## src/rtl/pipe_pkg.sv

```systemverilog
// Shared constants for the EX stage: ALU opcodes, muldiv opcodes, forward selects
// and the muldiv FSM state type.
package pipe_pkg;

    localparam int DEF_DATA_W = 32;
    localparam int DEF_REG_W  = 5;
    localparam int DEF_MD_CYC = 32;

    localparam logic [3:0] ALU_AND  = 4'b0000;
    localparam logic [3:0] ALU_OR   = 4'b0001;
    localparam logic [3:0] ALU_ADD  = 4'b0010;
    localparam logic [3:0] ALU_XOR  = 4'b0011;
    localparam logic [3:0] ALU_NOR  = 4'b0100;
    localparam logic [3:0] ALU_SUB  = 4'b0110;
    localparam logic [3:0] ALU_SLT  = 4'b0111;
    localparam logic [3:0] ALU_SLL  = 4'b1000;
    localparam logic [3:0] ALU_SRL  = 4'b1001;
    localparam logic [3:0] ALU_SRA  = 4'b1010;
    localparam logic [3:0] ALU_SLTU = 4'b1011;
    localparam logic [3:0] ALU_LUI  = 4'b1100;

    localparam logic [2:0] MD_NONE  = 3'd0;
    localparam logic [2:0] MD_MULTU = 3'd1;
    localparam logic [2:0] MD_DIVU  = 3'd2;
    localparam logic [2:0] MD_MFHI  = 3'd3;
    localparam logic [2:0] MD_MFLO  = 3'd4;

    localparam logic [1:0] FWD_RD = 2'b00;
    localparam logic [1:0] FWD_W  = 2'b01;
    localparam logic [1:0] FWD_M  = 2'b10;

    typedef enum logic {MD_IDLE, MD_BUSY} md_state_e;

    // Codes 5..7 are treated exactly like NONE.
    function automatic logic md_is_valid(input logic [2:0] op);
        return (op >= MD_MULTU) && (op <= MD_MFLO);
    endfunction

    function automatic logic md_is_start(input logic [2:0] op);
        return (op == MD_MULTU) || (op == MD_DIVU);
    endfunction

endpackage

```

## src/rtl/muldiv_unit.sv

```systemverilog
// Iterative unsigned multiply / restoring divide, one bit per cycle, with HI/LO.
// The accumulator holds {upper, lower} and both ops start from {0, a}.
module muldiv_unit
    import pipe_pkg::*;
#(
    parameter int DATA_W = DEF_DATA_W,
    parameter int MD_CYC = DEF_MD_CYC
) (
    input  logic              clk,
    input  logic              rst_n,
    input  logic              i_start,
    input  logic [2:0]        i_op,
    input  logic [DATA_W-1:0] i_a,
    input  logic [DATA_W-1:0] i_b,
    output logic              o_busy,
    output logic [DATA_W-1:0] o_hi,
    output logic [DATA_W-1:0] o_lo
);

    localparam int CNT_W = $clog2(MD_CYC);
    localparam logic [CNT_W-1:0] CNT_LAST = CNT_W'(MD_CYC - 1);

    md_state_e             r_state;
    md_state_e             w_state_nxt;
    logic [CNT_W-1:0]      r_cnt;
    logic                  r_div;
    logic [DATA_W-1:0]     r_b;
    logic [2*DATA_W-1:0]   r_acc;
    logic [DATA_W-1:0]     r_hi;
    logic [DATA_W-1:0]     r_lo;

    logic [DATA_W:0]       w_mul_sum;
    logic [DATA_W:0]       w_div_shift;
    logic                  w_div_ge;
    logic [DATA_W-1:0]     w_div_diff;
    logic [2*DATA_W-1:0]   w_acc_nxt;

    always_comb begin
        w_state_nxt = r_state;
        case (r_state)
            MD_IDLE: if (i_start) w_state_nxt = MD_BUSY;
            MD_BUSY: if (r_cnt == CNT_LAST) w_state_nxt = MD_IDLE;
            default: w_state_nxt = MD_IDLE;
        endcase
    end

    // Divide by zero needs no special case: every trial subtract succeeds,
    // giving an all-ones quotient and the dividend shifted into the remainder.
    always_comb begin
        w_mul_sum   = {1'b0, r_acc[2*DATA_W-1:DATA_W]} + (r_acc[0] ? {1'b0, r_b} : '0);
        w_div_shift = r_acc[2*DATA_W-1:DATA_W-1];
        w_div_ge    = (w_div_shift >= {1'b0, r_b});
        w_div_diff  = w_div_shift[DATA_W-1:0] - r_b;
        if (r_div) begin
            if (w_div_ge) w_acc_nxt = {w_div_diff, r_acc[DATA_W-2:0], 1'b1};
            else          w_acc_nxt = {w_div_shift[DATA_W-1:0], r_acc[DATA_W-2:0], 1'b0};
        end else begin
            w_acc_nxt = {w_mul_sum, r_acc[DATA_W-1:1]};
        end
    end

    always_ff @(posedge clk or negedge rst_n) begin
        if (!rst_n) begin
            r_state <= MD_IDLE;
            r_cnt   <= '0;
            r_div   <= 1'b0;
            r_b     <= '0;
            r_acc   <= '0;
            r_hi    <= '0;
            r_lo    <= '0;
        end else begin
            r_state <= w_state_nxt;
            case (r_state)
                MD_IDLE: begin
                    if (i_start) begin
                        r_acc <= {{DATA_W{1'b0}}, i_a};
                        r_b   <= i_b;
                        r_div <= (i_op == MD_DIVU);
                        r_cnt <= '0;
                    end
                end
                MD_BUSY: begin
                    r_acc <= w_acc_nxt;
                    r_cnt <= r_cnt + 1'b1;
                    if (r_cnt == CNT_LAST) begin
                        r_hi <= w_acc_nxt[2*DATA_W-1:DATA_W];
                        r_lo <= w_acc_nxt[DATA_W-1:0];
                    end
                end
                default: ;
            endcase
        end
    end

    assign o_busy = (r_state == MD_BUSY);
    assign o_hi   = r_hi;
    assign o_lo   = r_lo;

endmodule

```

## src/rtl/ex_stage.sv

```systemverilog
// MIPS execute stage: operand forwarding, ALU, RegDst mux, muldiv unit and the
// EX/MEM pipeline latch.
module ex_stage
    import pipe_pkg::*;
#(
    parameter int DATA_W = DEF_DATA_W,
    parameter int REG_W  = DEF_REG_W,
    parameter int MD_CYC = DEF_MD_CYC
) (
    input  logic              clk,
    input  logic              rst_n,
    input  logic              RegWriteE,
    input  logic              MemtoRegE,
    input  logic              MemWriteE,
    input  logic              ALUSrcE,
    input  logic              RegDstE,
    input  logic [3:0]        ALUControlE,
    input  logic [2:0]        MdOpE,
    input  logic [DATA_W-1:0] RD1E,
    input  logic [DATA_W-1:0] RD2E,
    input  logic [DATA_W-1:0] SignImmE,
    input  logic [REG_W-1:0]  RtE,
    input  logic [REG_W-1:0]  RdE,
    input  logic [1:0]        ForwardAE,
    input  logic [1:0]        ForwardBE,
    input  logic [DATA_W-1:0] ResultW,
    output logic              StallMD,
    output logic              RegWriteM,
    output logic              MemtoRegM,
    output logic              MemWriteM,
    output logic [DATA_W-1:0] ALUOutM,
    output logic [DATA_W-1:0] WriteDataM,
    output logic [REG_W-1:0]  WriteRegM
);

    logic [DATA_W-1:0] w_src_a;
    logic [DATA_W-1:0] w_fwd_b;
    logic [DATA_W-1:0] w_src_b;
    logic [4:0]        w_shamt;
    logic [DATA_W-1:0] w_alu;
    logic [DATA_W-1:0] w_result;
    logic [REG_W-1:0]  w_write_reg;
    logic              w_busy;
    logic              w_bubble;
    logic [DATA_W-1:0] w_hi;
    logic [DATA_W-1:0] w_lo;

    always_comb begin
        case (ForwardAE)
            FWD_W:   w_src_a = ResultW;
            FWD_M:   w_src_a = ALUOutM;
            default: w_src_a = RD1E;
        endcase
        case (ForwardBE)
            FWD_W:   w_fwd_b = ResultW;
            FWD_M:   w_fwd_b = ALUOutM;
            default: w_fwd_b = RD2E;
        endcase
    end

    assign w_src_b     = ALUSrcE ? SignImmE : w_fwd_b;
    assign w_shamt     = SignImmE[10:6];
    assign w_write_reg = RegDstE ? RdE : RtE;

    always_comb begin
        w_alu = '0;
        case (ALUControlE)
            ALU_AND:  w_alu = w_src_a & w_src_b;
            ALU_OR:   w_alu = w_src_a | w_src_b;
            ALU_ADD:  w_alu = w_src_a + w_src_b;
            ALU_XOR:  w_alu = w_src_a ^ w_src_b;
            ALU_NOR:  w_alu = ~(w_src_a | w_src_b);
            ALU_SUB:  w_alu = w_src_a - w_src_b;
            ALU_SLT:  w_alu = {{(DATA_W-1){1'b0}}, $signed(w_src_a) < $signed(w_src_b)};
            ALU_SLTU: w_alu = {{(DATA_W-1){1'b0}}, w_src_a < w_src_b};
            ALU_SLL:  w_alu = w_src_b << w_shamt;
            ALU_SRL:  w_alu = w_src_b >> w_shamt;
            ALU_SRA:  w_alu = $signed(w_src_b) >>> w_shamt;
            ALU_LUI:  w_alu = w_src_b << 16;
            default:  w_alu = '0;
        endcase
    end

    always_comb begin
        case (MdOpE)
            MD_MFHI: w_result = w_hi;
            MD_MFLO: w_result = w_lo;
            default: w_result = w_alu;
        endcase
    end

    muldiv_unit #(
        .DATA_W (DATA_W),
        .MD_CYC (MD_CYC)
    ) u_muldiv (
        .clk     (clk),
        .rst_n   (rst_n),
        .i_start (md_is_start(MdOpE)),
        .i_op    (MdOpE),
        .i_a     (w_src_a),
        .i_b     (w_fwd_b),
        .o_busy  (w_busy),
        .o_hi    (w_hi),
        .o_lo    (w_lo)
    );

    // HI/LO are not bypassed, so any muldiv op in EX waits out a running operation.
    assign StallMD  = w_busy && md_is_valid(MdOpE);
    assign w_bubble = StallMD || md_is_start(MdOpE);

    always_ff @(posedge clk or negedge rst_n) begin
        if (!rst_n) begin
            RegWriteM  <= 1'b0;
            MemtoRegM  <= 1'b0;
            MemWriteM  <= 1'b0;
            ALUOutM    <= '0;
            WriteDataM <= '0;
            WriteRegM  <= '0;
        end else if (w_bubble) begin
            RegWriteM  <= 1'b0;
            MemtoRegM  <= 1'b0;
            MemWriteM  <= 1'b0;
            ALUOutM    <= '0;
            WriteDataM <= '0;
            WriteRegM  <= '0;
        end else begin
            RegWriteM  <= RegWriteE;
            MemtoRegM  <= MemtoRegE;
            MemWriteM  <= MemWriteE;
            ALUOutM    <= w_result;
            WriteDataM <= w_fwd_b;
            WriteRegM  <= w_write_reg;
        end
    end

endmodule

```

## config.mk

```make
export PLATFORM = sky130hd
export DESIGN_NAME = ex_stage
export DESIGN_NICKNAME = d
export VERILOG_FILES = /design/src/rtl/pipe_pkg.sv /design/src/rtl/muldiv_unit.sv /design/src/rtl/ex_stage.sv
export SDC_FILE = /design/constraint.sdc
export NUM_CORES = 1
export LEC_CHECK = 0
export CORE_UTILIZATION = 50
export DETAILED_ROUTE_END_ITERATION = 6
export PLACE_DENSITY = 0.68
export SETUP_SLACK_MARGIN = 0.3
export SYNTH_ARGS = -nofsm -noshare
export SYNTH_HDL_FRONTEND = slang
export SYNTH_SLANG_ARGS = --single-unit
```

## constraint.sdc

```tcl
create_clock -name clk -period 6.05 [get_ports clk]
set_input_delay 1.21 -clock clk [delete_from_list [all_inputs] [get_ports clk]]
set_output_delay 1.21 -clock clk [all_outputs]
set_load 0.005 [all_outputs]
```

==> flow_metrics.py <==
metrics = {
    "placement": {
        "portBuffers": 228,
        "dpl.hpwl_um": 101000,
        "dpl_cell_area_sq_um": 28700,
        "place_inst": 3955,
        "gp_congestion": 1.14,
    },
    "worst_hold_path": {
        "min_from": "u_muldiv.o_lo[2]",
        "hold-path-endpoint": "u_muldiv.o_lo[2]",
        "hold_path.class": "reg -> reg",
        "whs_path_depth": 2,
    },
    "clock_network": {
        "cts.htree.levels": 1,
        "insertion_delay_ns": 0.60,
        "cts_buffer_depth": 3,
        "cts.repair.resized": 1,
        "cts_hold_buf": 0,
        "cts_tree": "yes",
        "clockRootBuffer": "clkbuf_16",
        "cts.sinks": 239,
        "cts_setup_buffers": 0,
        "clk_transition_reported_paths_ns": 0.07,
        "cts_buffers": 28,
    },
    "floorplan": {
        "fp.dieW_um": 223,
        "initial_core_util_pct": 51.0,
        "core_area_sq_um": 47900,
        "die_y_um": 223,
        "die_area_sq_um": 49800,
        "ioPinCount": 229,
        "rows": 80,
    },
    "global_route": {
        "antenna_found_initial": 7,
        "grt_pass1_vias": 26700,
        "gr-total-overflow": 0,
        "grt_max_degree": 121,
        "grt_pass1_wl_um": 184000,
        "grt_usage_pct": 50.7,
    },
    "logic_synthesis": {
        "synth_edf_count": 0,
        "synth-async-reset-ratio_pct": 100,
        "yosys_warnings": 0,
        "ys_top_cells_by_area": "dfrtp_1 (24%), ha_1 (8.6%), o21ai_0 (6.1%)",
        "synth.net_count": 3398,
        "synth_cells": 3069,
        "ys_seq_area_share_pct": 24.5,
        "ys_seq_elements": 239,
        "netlist_area_sq_um": 24500,
        "syn_avg_cell_area_sq_um": 7.97,
        "synthFlopType": "dfrtp_1",
        "synth_top_area_share_pct": 24.5,
        "synth_cell_types": 100,
        "yosys.area.top_type": "dfrtp_1",
    },
    "timing": {
        "post-route-min-period_ns": 5.63,
        "finalSetupViolCount": 0,
        "rsz0062_at_grt": "false",
        "min_period_over_period_pct": 93.1,
        "worst_pin_slew_ns": 1.25,
        "fmax_mhz": 178,
        "fin_tns_setup_ns": 0,
        "hold_viol": 0,
        "finalMaxSlewViolations": 0,
        "max_slew_margin_pct": 16.3,
        "clock_skew_ns": 0.0303,
    },
    "route": {
        "ant_nets": 0,
        "via_per_inst": 7.15,
        "wl_per_cell_um": 32.1,
        "drt_iter0_drc": 4718,
        "dr.pass1.iters": 7,
        "wirelength_um": 129000,
        "vias": 28600,
        "drc": 14,
    },
    "pwr": {
        "switchingPower_mw": 6.78,
        "powerDensity_nw_per_um2": 451,
        "p_leak_nw": 13.1,
        "pwr-share-comb_pct": 65.2,
        "p_clk_share_pct": 12.9,
        "irDropWorstVdd_mv": 0.434,
        "p_int_mw": 6.59,
        "switching_share_pct": 50.7,
        "p_seq_share_pct": 21.9,
    },
    "worst_setup_path": {
        "crit_required_ns": 6.51,
        "slowest_delay_ns": 0.57,
        "crit_path_top_delay_cell": "ha_2",
        "r2r_slack_ns": 1.12,
        "worst-path-stages": 20,
        "cp.arrival_ns": 6.09,
        "crit_buf_inv": 6,
        "endpoint_kind": "flop",
        "rr_startpoint": "u_muldiv.r_acc[31]",
        "crit_type": "in -> reg",
        "path_cells": "clkdlybuf4s50_1 -> inv_1 -> ha_2 -> a22oi_1 -> o21ai_0 -> buf_4 -> inv_1 -> fa_1 -> o21bai_1 -> a21oi_1 -> nand4_1 -> a211oi_2 -> o31ai_2 -> buf_4 -> a21oi_2 -> a21oi_1 -> buf_4 -> a21oi_1 -> o2111ai_1 -> o41ai_2",
        "reg2regPathDepth": 13,
        "crit_family": "compound AO/OA/AOI/OAI gates",
        "r2r_end": "u_muldiv.o_hi[14]",
        "path_max_fanout": 18,
        "start_kind": "input port",
    },
    "finish": {
        "area_growth_pct": 21.1,
        "nFillCells": 4175,
        "fin_area_sq_um": 29600,
        "finalNonFillerCells": 4005,
        "drive_above_1_share_pct": 14.0,
        "nNetsFinal": 3699,
    },
    "run": {
        "drv_cap": 0,
    },
    "outcome": {
        "violations": "DRC",
        "status": "complete, but fails checks",
    },
}
==> stage by stage <==
step                util, %  worst slack, ns  total power, mW  hold WS (ns)
floorplan                 -            0.994             8.04         0.449
global placement       59.8           -0.215             10.9         0.462
detailed placement     59.8           -0.302             11.1         0.473
CTS                    61.7            0.318             12.9         0.487
global route           61.8            0.327             14.0         0.511
finish                 61.8            0.418             13.4         0.487
==> worst max path at each step <==
| stage | from | to | slack (ns) |
|---|---|---|---|
| 2_1_floorplan | ForwardBE[0] | ALUOutM[27] | 0.99 |
| 3_3_place_gp | ForwardBE[0] | ALUOutM[0] | -0.22 |
| 3_5_place_dp | ForwardBE[0] | ALUOutM[0] | -0.30 |
| 4_1_cts | ForwardBE[0] | ALUOutM[0] | 0.32 |
| 5_1_grt | ForwardBE[0] | ALUOutM[29] | 0.33 |
| 6_report | ForwardAE[0] | ALUOutM[0] | 0.42 |
==> sequential cells by signal, indices dropped and copies added, names as in the netlist <==
signal	flops
ALUOutM	32
MemWriteM	1
MemtoRegM	1
RegWriteM	1
WriteDataM	32
WriteRegM	5
u_muldiv.o_busy	1
u_muldiv.o_hi	32
u_muldiv.o_lo	32
u_muldiv.r_acc	64
u_muldiv.r_b	32
u_muldiv.r_cnt	5
u_muldiv.r_div	1
==> synth_stat cells (13+ instances only) <==
library cell,number
a22o_1,44
inv_1,171
o21ai_0,298
xor2_1,32
a21o_1,47
nor3_1,51
nand3_1,45
a2111oi_0,16
o221ai_1,40
mux2_2,34
nor2_1,238
mux2i_1,102
buf_1,20
o31ai_1,16
a22oi_1,72
nand2b_1,38
ha_1,169
nor3b_1,18
a21oi_1,202
o21ai_1,30
a221oi_1,39
buf_2,32
o22ai_1,45
and3_1,15
nand2_1,313
o2111ai_1,14
dfrtp_1,239
a31oi_1,30
mux4_2,39
o211ai_1,33
and2_1,57
nor2b_1,30
o21a_1,15
a221o_1,23
a211oi_1,34
o21bai_1,21
or2_2,13
clkbuf_1,155
nor4_1,13
xnor2_1,38
==> cell type report <==
cell class	count	area [sq um]	area share (%)
antenna	5	12.5	0.0422
clock buffer	36	772	2.61
clock inverter	9	108	0.363
inverter	181	679	2.29
multi-input combinational	2430	17000	57.3
sequential	239	5980	20.2
tap	615	769	2.60
timing repair buffer	490	4320	14.6
==> power by group through the flow <==
stage,sequential (mW),combinational [mW],clock [mW]
3_3_place_gp,2.85,8.03,0
2_1_floorplan,2.58,5.46,0
4_1_cts,2.87,8.31,1.72
3_5_place_dp,2.88,8.21,0
6_report,2.93,8.72,1.73
5_1_grt,2.95,9.25,1.78
==> per-layer routing <==
metal | track usage [%] | vias to the layer above | share of wire (%)
met5 | 0 | - | 0.12
met4 | 31.1 | 10 | 7.9
met3 | 18.8 | 510 | 15
met2 | 71.1 | 2418 | 39
met1 | 65.6 | 13700 | 38
li1 | - | 12000 | -
==> cell families (layout without fill, tap and decap cells) <==
group	Yosys count	count (layout)	synth area share [%]
DFF	239	239	24.5
muxes	176	176	9.42
AOI/OAI and AO/OA	1138	1138	31.6
and+or+nand+nor	873	873	16.5
other	0	5	0
buffers and inverters	400	716	6.57
xor gates and xnor gates	70	70	2.51
adders and majority gates	173	173	8.97
==> tightest hold or removal path: stages (launching register included) <==
cell and delay (ns):
dfrtp_1 0.34, nand2_1 0.05, o21ai_0 0.06
==> placed cells by master (no fill, tap or decap), drive strengths merged, types with 21 or more instances in the layout <==
cell type        n
xor2            32
xnor2           38
nand2          313
clkdlybuf4s50  222
inv            180
and2            59
o22ai           45
a31oi           30
mux4            39
a21oi          204
nor3            51
a221o           23
a21o            47
nor2b           30
o211ai          33
a22o            45
nor2           238
nand2b          39
buf            268
a211oi          36
nand3           45
o21ai          330
dfrtp          239
mux2i          103
o221ai          41
mux2            34
clkbuf          36
a221oi          48
o21bai          21
ha             169
a22oi           75
Power figures use the tool's default switching activity.
